`config.mk`:
```
export PLATFORM = sky130hd
export DESIGN_NAME = alu4_issue
export DESIGN_NICKNAME = d
export VERILOG_FILES = /design/src/rtl/alu4_pkg.sv /design/src/rtl/alu4_cmd_fifo.sv /design/src/rtl/alu4_issue.sv
export SDC_FILE = /design/constraint.sdc
export NUM_CORES = 1
export LEC_CHECK = 0
export BUFFER_PORTS_ARGS = -buffer_cell sky130_fd_sc_hd__buf_2
export CAP_MARGIN = 15
export CELL_PAD_IN_SITES_DETAIL_PLACEMENT = 0
export CELL_PAD_IN_SITES_GLOBAL_PLACEMENT = 2
export CORE_MARGIN = 2
export CORE_UTILIZATION = 25
export CTS_CLUSTER_SIZE = 30
export DETAILED_ROUTE_END_ITERATION = 10
export PLACE_DENSITY = 0.59
export SLEW_MARGIN = 20
export SYNTH_ARGS = -nofsm -noshare
export SYNTH_HDL_FRONTEND = slang
export SYNTH_SLANG_ARGS = --single-unit
```
`constraint.sdc`:
```
create_clock -name clk -period 2.7 [get_ports clk]
set_clock_uncertainty 0.15 [all_clocks]
set_input_delay 0.675 -clock clk [delete_from_list [all_inputs] [get_ports clk]]
set_output_delay 0.675 -clock clk [all_outputs]
set_load 0.01 [all_outputs]
```
`src/rtl/alu4_pkg.sv`:
```
// Shared types and constants for the alu4 issue stage.
package alu4_pkg;

    // Opcodes whose high result nibble is meaningful
    localparam logic [3:0] OP_ADD      = 4'd14;
    localparam logic [3:0] OP_SUB      = 4'd15;
    localparam logic [3:0] OP_WIDE_MIN = 4'd14;

    // Issue FSM states
    typedef enum logic [1:0] {
        IDLE  = 2'd0,
        ISSUE = 2'd1,
        HOLD  = 2'd2
    } state_t;

    // One queued ALU command
    typedef struct packed {
        logic [3:0] op;
        logic [3:0] a;
        logic [3:0] b;
    } cmd_t;

    localparam int CMD_W = $bits(cmd_t);

endpackage

```
`src/rtl/alu4_cmd_fifo.sv`:
```
// Small synchronous FIFO holding commands waiting to be issued to the ALU.
// Pushes while full and pops while empty are ignored.
module alu4_cmd_fifo #(
    parameter int DEPTH = 4,
    parameter int WIDTH = 12,
    parameter int LW    = $clog2(DEPTH + 1)
) (
    input  logic             clk,
    input  logic             rst,
    input  logic             push,
    input  logic [WIDTH-1:0] push_data,
    input  logic             pop,
    output logic [WIDTH-1:0] head_data,
    output logic             full,
    output logic             empty,
    output logic [LW-1:0]    level
);

    localparam int AW = (DEPTH > 1) ? $clog2(DEPTH) : 1;

    logic [WIDTH-1:0] mem_r [DEPTH];
    logic [AW-1:0]    wr_ptr_r;
    logic [AW-1:0]    rd_ptr_r;
    logic [LW-1:0]    level_r;
    logic             full_s;
    logic             empty_s;
    logic             push_ok_s;
    logic             pop_ok_s;

    // Status flags and qualified push/pop strobes
    always_comb begin
        full_s    = (level_r == LW'(DEPTH));
        empty_s   = (level_r == {LW{1'b0}});
        push_ok_s = push && !full_s;
        pop_ok_s  = pop && !empty_s;
    end

    // Storage array: written at the tail on every accepted push
    always_ff @(posedge clk) begin
        if (rst) begin
            for (int i = 0; i < DEPTH; i++) begin
                mem_r[i] <= {WIDTH{1'b0}};
            end
        end else if (push_ok_s) begin
            mem_r[wr_ptr_r] <= push_data;
        end else begin
            mem_r[wr_ptr_r] <= mem_r[wr_ptr_r];
        end
    end

    // Pointers wrap naturally because DEPTH is a power of two
    always_ff @(posedge clk) begin
        if (rst) begin
            wr_ptr_r <= {AW{1'b0}};
            rd_ptr_r <= {AW{1'b0}};
        end else begin
            if (push_ok_s) begin
                wr_ptr_r <= wr_ptr_r + 1'b1;
            end
            if (pop_ok_s) begin
                rd_ptr_r <= rd_ptr_r + 1'b1;
            end
        end
    end

    // Occupancy count; simultaneous push and pop leaves it unchanged
    always_ff @(posedge clk) begin
        if (rst) begin
            level_r <= {LW{1'b0}};
        end else begin
            case ({push_ok_s, pop_ok_s})
                2'b10:   level_r <= level_r + 1'b1;
                2'b01:   level_r <= level_r - 1'b1;
                default: level_r <= level_r;
            endcase
        end
    end

    assign head_data = mem_r[rd_ptr_r];
    assign full      = full_s;
    assign empty     = empty_s;
    assign level     = level_r;

endmodule

```
`src/rtl/alu4_issue.sv`:
```
// Command queue and issue stage in front of the combinational alu4.
// Commands are buffered, driven one at a time onto registered ALU inputs,
// and the ALU result is captured one cycle later and held until consumed.
module alu4_issue
    import alu4_pkg::*;
#(
    parameter int DEPTH = 4,
    parameter int LW    = $clog2(DEPTH + 1)
) (
    input  logic          clk,
    input  logic          rst,
    input  logic          cmd_valid,
    output logic          cmd_ready,
    input  logic [3:0]    cmd_op,
    input  logic [3:0]    cmd_a,
    input  logic [3:0]    cmd_b,
    output logic [3:0]    alu_a,
    output logic [3:0]    alu_b,
    output logic [3:0]    alu_op,
    input  logic [3:0]    alu_x,
    input  logic [3:0]    alu_y,
    output logic          res_valid,
    input  logic          res_ready,
    output logic [3:0]    res_op,
    output logic [3:0]    res_x,
    output logic [3:0]    res_y,
    output logic          res_zero,
    output logic [LW-1:0] fifo_level,
    output logic          busy
);

    state_t           state_r;
    state_t           state_nx_s;
    logic             pop_s;
    logic             push_s;
    logic             cmd_ready_s;
    logic             fifo_full_s;
    logic             fifo_empty_s;
    logic [LW-1:0]    fifo_level_s;
    logic [CMD_W-1:0] head_data_s;
    cmd_t             head_cmd_s;
    cmd_t             push_cmd_s;
    logic [3:0]       res_y_s;

    logic [3:0]       alu_a_r;
    logic [3:0]       alu_b_r;
    logic [3:0]       alu_op_r;
    logic             res_valid_r;
    logic [3:0]       res_op_r;
    logic [3:0]       res_x_r;
    logic [3:0]       res_y_r;
    logic             res_zero_r;

    // Input handshake; space freed by a same-cycle pop is not reused
    always_comb begin
        cmd_ready_s = !rst && (fifo_level_s != LW'(DEPTH));
        push_s      = cmd_valid && cmd_ready_s;
        push_cmd_s  = '{op: cmd_op, a: cmd_a, b: cmd_b};
        head_cmd_s  = cmd_t'(head_data_s);
    end

    alu4_cmd_fifo #(
        .DEPTH (DEPTH),
        .WIDTH (CMD_W),
        .LW    (LW)
    ) u_cmd_fifo (
        .clk       (clk),
        .rst       (rst),
        .push      (push_s),
        .push_data (push_cmd_s),
        .pop       (pop_s),
        .head_data (head_data_s),
        .full      (fifo_full_s),
        .empty     (fifo_empty_s),
        .level     (fifo_level_s)
    );

    // FSM state register
    always_ff @(posedge clk) begin
        if (rst) begin
            state_r <= IDLE;
        end else begin
            state_r <= state_nx_s;
        end
    end

    // Next state and pop decision; a pop always loads the ALU registers
    always_comb begin
        state_nx_s = state_r;
        pop_s      = 1'b0;
        case (state_r)
            IDLE: begin
                if (!fifo_empty_s) begin
                    pop_s      = 1'b1;
                    state_nx_s = ISSUE;
                end else begin
                    state_nx_s = IDLE;
                end
            end
            ISSUE: begin
                state_nx_s = HOLD;
            end
            HOLD: begin
                if (res_ready) begin
                    if (!fifo_empty_s) begin
                        pop_s      = 1'b1;
                        state_nx_s = ISSUE;
                    end else begin
                        state_nx_s = IDLE;
                    end
                end else begin
                    state_nx_s = HOLD;
                end
            end
            default: begin
                state_nx_s = IDLE;
            end
        endcase
    end

    // ALU operand registers: loaded on pop, otherwise keep last command
    always_ff @(posedge clk) begin
        if (rst) begin
            alu_a_r  <= 4'd0;
            alu_b_r  <= 4'd0;
            alu_op_r <= 4'd0;
        end else if (pop_s) begin
            alu_a_r  <= head_cmd_s.a;
            alu_b_r  <= head_cmd_s.b;
            alu_op_r <= head_cmd_s.op;
        end else begin
            alu_a_r  <= alu_a_r;
            alu_b_r  <= alu_b_r;
            alu_op_r <= alu_op_r;
        end
    end

    // High nibble only carries information for the wide add/sub opcodes
    always_comb begin
        if (alu_op_r >= OP_WIDE_MIN) begin
            res_y_s = alu_y;
        end else begin
            res_y_s = 4'd0;
        end
    end

    // Result register: captured at the end of ISSUE, held until consumed
    always_ff @(posedge clk) begin
        if (rst) begin
            res_valid_r <= 1'b0;
            res_op_r    <= 4'd0;
            res_x_r     <= 4'd0;
            res_y_r     <= 4'd0;
            res_zero_r  <= 1'b1;
        end else if (state_r == ISSUE) begin
            res_valid_r <= 1'b1;
            res_op_r    <= alu_op_r;
            res_x_r     <= alu_x;
            res_y_r     <= res_y_s;
            res_zero_r  <= ({res_y_s, alu_x} == 8'h00);
        end else if ((state_r == HOLD) && res_ready) begin
            res_valid_r <= 1'b0;
        end else begin
            res_valid_r <= res_valid_r;
        end
    end

    assign cmd_ready  = cmd_ready_s;
    assign alu_a      = alu_a_r;
    assign alu_b      = alu_b_r;
    assign alu_op     = alu_op_r;
    assign res_valid  = res_valid_r;
    assign res_op     = res_op_r;
    assign res_x      = res_x_r;
    assign res_y      = res_y_r;
    assign res_zero   = res_zero_r;
    assign fifo_level = fifo_level_s;
    assign busy       = (state_r != IDLE) || (fifo_level_s != {LW{1'b0}}) || (fifo_full_s && 1'b0);

endmodule

```
==> metrics <==
status completed; commonest non-fill, non-tap cell in the layout buf_2; final weighted congestion in routability-driven placement 0.6733; CP top delay family simple AND/OR/NAND/NOR gates; Seq cells post-synth 83; Bufs and invs on worst path 1; Crit Path Max Fanout 6; HP Start res_y[3]; WS Path Type reg2reg; hold_buf cts 0; peak supply drop 0.3550 mV; total number of vias approximately 2300; Die Wd 123.4 um; Mapped Avg Cell Area around 13 um2; Setup TNS Final 0 ns; die height 123.4 um; # diodes 0; post-synthesis mux area share 7.898%; CP dominant cell by count nor3_2; # IOs between 50 and 60; most frequent cells in the layout 54 x buf_2, 48 x edfxtp_1, 36 x and2_1; adder-cell share of the synthesized area 0.9126%; vias in the first global route 2330; final worst-path cycle share 86.06%; port bufs 54; R2R Setup Slk 0.38 ns; P per Cell Area around 880 nW/um2; num rows 43; wire per inst 15.56 um; post_cts resized 0; # DRC 0; Synth Area in Compound Gates 7.090%; H-Tree Depth 3; layout cell share with drive strength beyond 1 29.74%; worst setup path start u_cmd_fifo.level[0]; FFs w/ async S/R, synth 0%; Inserted Clock Buffers 9; largest stage delay on the critical path 0.46 ns; fmax 0.4304 GHz; Worst EP required ~2.8 ns; nets@finish 364; syn_nets 305; synthesized cell area 3565 um2; Synthesis Warnings 0; minimum clock period between 2 and 2.5 ns; type of origin of the critical path flip-flop; antenna violations before repair 0; Setup crit end kind flip-flop; unrepaired setup endpoints after global routing no; Yosys cell types 38; die area 15230 um2; CTS clk-pin slew, worst paths approximately 0.06 ns; Final Max Slew Viols 0; post-synthesis xor/xnor area fraction 0.4914%; largest family of logic cells by synthesized area simple AND/OR/NAND/NOR gates; Setup Viol. Count Final 0; CTS tree yes; drt pass-1 iters 4; Max-cap violations 0; Sink Count 83; Post-Route WL 8137 um; actual slew at the worst max-slew pin between 0.9 and 1 ns; number of synthesized flops with an enable pin 48; Layout area overhead 21.83%; largest net degree at the start of global routing 36; clock root buffer clkbuf_16; core footprint 13880 um2; clock buffer depth 2; reg2reg start u_cmd_fifo.level[0]; Post-CTS Setup Repair Bufs 0; Detail Route Antenna Nets 0; Hold WC Path Type reg2reg; simple-gate share of the synthesized area 20.25%; post-synthesis cell count 279; GRT Total Usage 11.52%; top_reg_cell synth edfxtp_1; first-iteration detailed-routing DRC count ~150; worst-path cell chain nor3_2 -> nor3_2 -> ha_1 -> inv_1 -> fa_1 -> xor2_1 -> or3_1 -> a21oi_1; Hold Vio Cnt, Final 0; CP max-delay cell dfxtp_1; GRT overflow 0; Starting Density 25.68%; Max transition margin 36.42%; sequential element share of the synthesized area approximately three fifths; worst path arrival time 2.44 ns; fin util 31.29%; first-pass GRT wire length 12920 um; clock latency on the worst-skew pair 0.33 ns; post-DR vias/cell 4.331; hpwl dp 5453 um; Leakage 1.677 nW
==> per-layer routing <==
metal	track usage (%)	vias to the layer above	wire length, um
met1	14.41	1084	3743
met3	3.736	4	370
li1	-	1128	-
met5	0	-	0
met4	3.196	0	51
met2	19.06	49	3972
==> sequential cells by signal, summed over array words and instances, names as in the netlist <==
name / cells
u_cmd_fifo.rd_ptr_r: 2
alu_a: 4
alu_b: 4
state_r: 2
res_zero: 1
res_x: 4
u_cmd_fifo.wr_ptr_r: 2
res_y: 4
u_cmd_fifo.mem_r: 48
u_cmd_fifo.level: 3
alu_op: 4
res_op: 4
res_valid: 1
==> cells in the mapped netlist (all sizes together), types with 6 or more instances <==
master / count / area [um2]
clkbuf: 8 / 30.03
nand2: 21 / 78.83
buf: 9 / 63.81
o2bb2ai: 12 / 105.1
inv: 6 / 22.52
nor2: 9 / 33.78
and3: 13 / 81.33
nand2b: 14 / 87.58
dfxtp: 35 / 700.7
edfxtp: 48 / 1441
and2: 36 / 225.2
mux4: 12 / 270.3
a21oi: 17 / 85.08
==> cell type report <==
cell class / instances / area (um2)
clock buffer: 11 / 232.7
tap: 180 / 225.2
fill: 1440 / 9538
clock inverter: 5 / 61.31
timing repair buffer: 65 / 352.8
multi-input combinational: 173 / 1306
inverter: 6 / 22.52
sequential: 83 / 2142
==> logic make-up after synthesis <==
logic type / Yosys count
simple gates: 119
flops: 83
buf+inv: 23
fa+ha+maj: 2
xor+xnor: 2
mux: 13
compound gates: 37
==> power breakdown <==
part | leakage [nW] | switching [W] | internal (W)
Clock | 0.141 | 0.000499 | 0.000723
Combinational | 0.753 | 0.000484 | 0.000408
Sequential | 0.783 | 0.000182 | 0.00153
==> worst register-to-register path, cell delays in order (launching register included) <==
cell and delay (ns):
dfxtp_1 0.46, nor3_2 0.15, nor3_2 0.24, ha_1 0.22, inv_1 0.06, fa_1 0.37, xor2_1 0.16, or3_1 0.31
a21oi_1 0.14
==> path summary, 6_finish.rpt <==
kind / endpoint / depth (start not counted)
setup / recovery: u_cmd_fifo.level[2] / 8
hold / removal: res_y[3] / 2
setup reg to reg: u_cmd_fifo.level[2] / 8
hold reg to reg: res_y[3] / 2
==> stage by stage <==
stage                     area, um2  setup WS [ns]  hold slack (ns)  instances  power [W]
after floorplan                3565         0.1501           0.3261        279   0.002315
after global placement         4049         0.2028           0.2890        507   0.002655
after detailed placement       4049         0.1450           0.2928        507   0.002668
after CTS                      4343         0.3394           0.3018        523   0.003913
after global routing           4343         0.2081           0.3277        523   0.004063
final                          4343         0.3765           0.2972        523   0.003830
Power figures use the tool's default switching activity.
